$ cat src/rtl/m_unit_arbiter.sv
// Two-requester round-robin front end for a single RV32M multiply/divide unit.
// One op in flight; m_valid the cycle after a grant; result held until the owner's resp_ready.
module m_unit_arbiter #(
  parameter int TAG_W = 5
) (
  input  logic               clk,
  input  logic               reset,
  input  logic [1:0]         req_valid,
  output logic [1:0]         req_ready,
  input  logic [63:0]        req_instruction,
  input  logic [63:0]        req_rs1,
  input  logic [63:0]        req_rs2,
  input  logic [2*TAG_W-1:0] req_tag,
  output logic [1:0]         resp_valid,
  input  logic [1:0]         resp_ready,
  output logic [31:0]        resp_rd,
  output logic [TAG_W-1:0]   resp_tag,
  output logic               resp_error,
  output logic               m_valid,
  output logic [31:0]        m_instruction,
  output logic [31:0]        m_rs1,
  output logic [31:0]        m_rs2,
  input  logic               m_ready,
  input  logic [31:0]        m_rd,
  input  logic               m_busy
);
  typedef enum logic [1:0] {IDLE, ISSUE, WAIT, RESP} state_t;

  state_t           state_q, state_d;
  logic             last_q, last_d;
  logic             own_q, own_d;
  logic [31:0]      insn_q, insn_d;
  logic [31:0]      rs1_q, rs1_d;
  logic [31:0]      rs2_q, rs2_d;
  logic [31:0]      rd_q, rd_d;
  logic [TAG_W-1:0] tag_q, tag_d;
  logic             err_q, err_d;

  logic             gnt;
  logic             accept;
  logic             legal;
  logic [31:0]      sel_insn;

  // On a tie the requester that did not win last time gets the grant.
  always_comb begin
    gnt      = (&req_valid) ? ~last_q : ~req_valid[0];
    accept   = (state_q == IDLE) && !m_busy && (|req_valid);
    sel_insn = gnt ? req_instruction[63:32] : req_instruction[31:0];
    legal    = (sel_insn[6:0] == 7'b0110011) && (sel_insn[31:25] == 7'b0000001);
  end

  always_ff @(posedge clk) begin
    if (reset) begin
      state_q <= IDLE;
      last_q  <= 1'b1;
      own_q   <= 1'b0;
      insn_q  <= '0;
      rs1_q   <= '0;
      rs2_q   <= '0;
      rd_q    <= '0;
      tag_q   <= '0;
      err_q   <= 1'b0;
    end else begin
      state_q <= state_d;
      last_q  <= last_d;
      own_q   <= own_d;
      insn_q  <= insn_d;
      rs1_q   <= rs1_d;
      rs2_q   <= rs2_d;
      rd_q    <= rd_d;
      tag_q   <= tag_d;
      err_q   <= err_d;
    end
  end

  always_comb begin
    state_d = state_q;
    case (state_q)
      IDLE:    if (accept) state_d = legal ? ISSUE : RESP;
      ISSUE:   state_d = WAIT;
      WAIT:    if (m_ready) state_d = RESP;
      RESP:    if (resp_ready[own_q]) state_d = IDLE;
      default: state_d = IDLE;
    endcase
  end

  always_comb begin
    last_d = last_q;
    own_d  = own_q;
    insn_d = insn_q;
    rs1_d  = rs1_q;
    rs2_d  = rs2_q;
    rd_d   = rd_q;
    tag_d  = tag_q;
    err_d  = err_q;
    if (accept) begin
      own_d  = gnt;
      insn_d = sel_insn;
      rs1_d  = gnt ? req_rs1[63:32] : req_rs1[31:0];
      rs2_d  = gnt ? req_rs2[63:32] : req_rs2[31:0];
      tag_d  = gnt ? req_tag[2*TAG_W-1:TAG_W] : req_tag[TAG_W-1:0];
      // Illegal ops skip the M unit and answer straight from here.
      if (!legal) begin
        rd_d  = '0;
        err_d = 1'b1;
      end
    end
    if ((state_q == WAIT) && m_ready) begin
      rd_d  = m_rd;
      err_d = 1'b0;
    end
    if ((state_q == RESP) && resp_ready[own_q]) begin
      last_d = own_q;
    end
  end

  always_comb begin
    req_ready     = accept ? (2'b01 << gnt) : 2'b00;
    resp_valid    = (state_q == RESP) ? (2'b01 << own_q) : 2'b00;
    m_valid       = (state_q == ISSUE);
    m_instruction = insn_q;
    m_rs1         = rs1_q;
    m_rs2         = rs2_q;
    resp_rd       = rd_q;
    resp_tag      = tag_q;
    resp_error    = err_q;
  end
endmodule

$ cat config.mk
export PLATFORM = sky130hd
export DESIGN_NAME = m_unit_arbiter
export DESIGN_NICKNAME = d
export VERILOG_FILES = /design/src/rtl/m_unit_arbiter.sv
export SDC_FILE = /design/constraint.sdc
export NUM_CORES = 1
export LEC_CHECK = 0
export CORE_AREA = 5 5 145 147
export DETAILED_ROUTE_END_ITERATION = 7
export DIE_AREA = 0 0 150 152
export PLACE_DENSITY = 0.65
export SLEW_MARGIN = 5
export SYNTH_ARGS = -nofsm -noshare
export SYNTH_HDL_FRONTEND = slang
export SYNTH_SLANG_ARGS = --single-unit
$ cat constraint.sdc
create_clock -name clk -period 2.2 [get_ports clk]
set_input_delay 0.22 -clock clk [delete_from_list [all_inputs] [get_ports clk]]
set_output_delay 0.22 -clock clk [all_outputs]
set_load 0.005 [all_outputs]
==> out/qor.txt <==
status -> finished, violations left
failing checks -> design-rule violations
Reg area -> 0.00276 mm²
syn avg cell area -> 10.1 µm²
clock-pin slew on the worst setup and hold paths -> 60 ps
register area share after synthesis -> 0.534
Final period util -> 0.896
Mapped Area -> 0.00517 mm²
crit path capture type -> output port
sum of negative setup slack -> 0 ps
critical path arrival -> 1750 ps
Setup Buffers After CTS -> 0
cell count after synthesis -> 510
WL final -> 21,500 µm
Die Area -> 0.0228 mm²
maximum clock rate -> 507 MHz
number of DRC markers in iteration 0 -> 631
area leader, netlist -> dfxtp_1
Die X -> 150 µm
Critical Path Fanout Max -> 4
CP Launch Type -> flip-flop
# setup viols final -> 0
RSZ-0062 raised after global routing -> false
first-pass GRT wire length -> 31,900 µm
Worst-Skew Late Latency -> 410 ps
number of cell rows -> 52
Final GP Congestion -> 0.824
via count -> 5,792
design area -> 0.00992 mm²
reg2reg setup slack -> 260 ps
Area after DPL -> 0.00935 mm²
Least-Margin Pin Slew -> 538 ps
Max Used Layer -> met5
Hold-fix buffers, CTS -> 0
layout cells sized above 1 -> 0.0697
Core ar. -> 0.0198 mm²
met1 WL -> 8030 µm
fin nets -> 1,124
Rel. slew slack -> 0.642
top cells by area, synth -> dfxtp_1 (53%), a222oi_1 (17%), nor2_1 (7.8%), a22o_1 (5.4%), clkbuf_1 (2.7%)
vias in the first global route -> 5,764
multi-input logic area -> 0.00217 mm²
Final HPWL DP -> 16,000 µm
crit path kind -> reg2out
met3 wire length -> 2400 µm
Layout Skew -> 12.5 ps
total CTS buffers -> 17
average routed wire per standard cell -> 18.6 µm
Syn Nets -> 757
DR pass1 iterations -> 8
Die Ht -> 152 µm
drt drc -> 2
GRT Total Usage -> 0.177
starting density of the core -> 0.261
antenna cells -> 0
Max stage delay on crit path -> 340 ps
CTS Sinks -> 138
Min-Delay Path Class -> in2reg
Critical Path, Cell by Cell -> inv_1 > ha_1 > nand2b_4 > a211oi_4 > dlygate4sd2_1
Pins Over Slew Limit -> 0
Final Hold Vio Count -> 0
post-synth top area share -> 0.534
Port Buffers -> 380
fillers -> 1,891
CTS Root Buffer Type -> clkbuf_16
met2 WL -> 10,700 µm
I/O pin cnt -> 381
VDD IR-drop max -> 0.000490 V
Ys Warns -> 0
Slowest cell on crit path -> dfxtp_1
grt total ovfl -> 0
Lkg Pwr -> 0.00369 µW
CP Data Required Time -> 1980 ps
utilization after layout -> 0.501
CTS tree -> built
Synth Register Bits -> 138
Area Growth Syn to Fin -> 91.8%
PD cells -> 913 mW/mm²
final worst path period need -> 1970 ps
H-tree depth -> 4
vias per cell -> 4.99
Max Cap Viol -> 0
number of library cell types mapped by synthesis -> 32
initial antenna violation count -> 1
largest net degree at the start of global routing -> 66
Post-DRT Antenna Nets -> 0
CTS Buffer Depth -> 2
what timing repair did:
action / CTS / global route
endpoints found under the hold margin: 0 / 0
gates resized for setup: 2 / 0
setup endpoints to repair: 2 / 0
layer usage:
| layer | vias to the layer above | track usage |
|---|---|---|
| met5 | - | 0 |
| met3 | 26 | 0.0712 |
| li1 | 2744 | - |
| met2 | 284 | 0.304 |
| met1 | 2736 | 0.198 |
| met4 | 2 | 0.0588 |
power breakdown:
part           switching (µW)  total [µW]  internal, µW
logic                    1320        3090          1770
registers                 234        3170          2930
clock network            1190        2800          1610
total                    2740        9050          6310
cells in the mapped netlist:
master and n:
a22oi_1 2, buf_4 4, clkbuf_1 37, nor3_1 2, nand2b_4 1, inv_1 6, mux2i_1 1, nor2b_1 2
a311oi_1 15, nor4bb_1 2, a221oi_2 1, buf_2 11, nand2b_1 2, a211oi_4 1, nor4_1 2, dfxtp_1 138
buf_1 1, nand3_1 14, a21oi_1 4, a211oi_1 1, nand2_1 20, nor2_1 108, nor4b_1 2, a222oi_1 88
nor3_2 1, nand4b_1 2, and2_1 1, or2_2 1, buf_6 1, a22o_1 32, o21bai_1 2, ha_1 5
sequential cells by signal, summed over array words and instances, names as in the netlist, 2 cells and up:
| name | count |
|---|---|
| m_instruction | 32 |
| m_rs1 | 32 |
| m_rs2 | 32 |
| resp_rd | 32 |
| resp_tag | 5 |
| state_q | 2 |
layout by cell type (no fill, tap or decap), types with 2 or more instances in the layout:
| master | instances |
|---|---|
| a21oi_1 | 4 |
| nor4_1 | 2 |
| buf_12 | 7 |
| o21bai_1 | 2 |
| clkdlybuf4s50_1 | 377 |
| nand2_1 | 20 |
| nor2_2 | 2 |
| a22o_1 | 32 |
| dlygate4sd2_1 | 2 |
| a222oi_1 | 88 |
| nor4bb_1 | 2 |
| buf_4 | 16 |
| a22oi_1 | 2 |
| nor2b_1 | 2 |
| inv_1 | 6 |
| inv_6 | 6 |
| ha_1 | 5 |
| dfxtp_1 | 138 |
| a311oi_1 | 15 |
| clkinv_4 | 3 |
| nand4b_1 | 2 |
| nand3_1 | 14 |
| nor3_1 | 2 |
| clkinv_2 | 2 |
| clkbuf_16 | 17 |
| clkinvlp_4 | 2 |
| nand2b_1 | 2 |
| nor2_1 | 106 |
| nor4b_1 | 2 |
worst paths after layout:
check / cells past startpoint / startpoint / endpoint
min reg2reg: 1 / resp_rd[13] / resp_rd[13]
min: 2 / reset / m_rs1[27]
max reg2reg: 7 / state_q[0] / m_instruction[21]
max: 5 / state_q[0] / req_ready[1]
through the flow:
stage	worst slack [ps]	std cells	total power [µW]	hold slack [ps]
after CTS	191	1160	9180	170
after global placement	20.3	1128	6320	456
final	228	1160	9050	190
after detailed placement	39.9	1128	6340	457
after floorplan	280	510	4580	353
after global routing	105	1160	9570	176
cells by family (layout without fill, tap and decap cells):
family | after synthesis | in the layout | share of synthesized area
AO/OA/AOI/OAI | 146 | 146 | 0.268
adder cells (fa/ha/maj) | 5 | 5 | 0.0121
multiplexers | 1 | 1 | 0.00194
AND/OR/NAND/NOR | 160 | 160 | 0.133
buffers and inverters | 60 | 440 | 0.0506
flip-flops | 138 | 138 | 0.534
final cells by class:
class,instances,area share
Tap cell,270,0.0341
Multi-Input combinational cell,312,0.219
Inverter,6,0.00227
Clock inverter,14,0.0135
Clock buffer,18,0.0443
Sequential cell,138,0.279
Timing Repair Buffer,402,0.409
worst max-delay path: cells and delay by family, from the launching register on:
family / cells / cell delay, ps
and+or+nand+nor: 1 / 100
AOI/OAI and AO/OA: 1 / 280
buffers and inverters: 2 / 410
adders and majority gates: 1 / 220
DFF: 1 / 340
No activity file was read; power rests on OpenSTA's default activity.
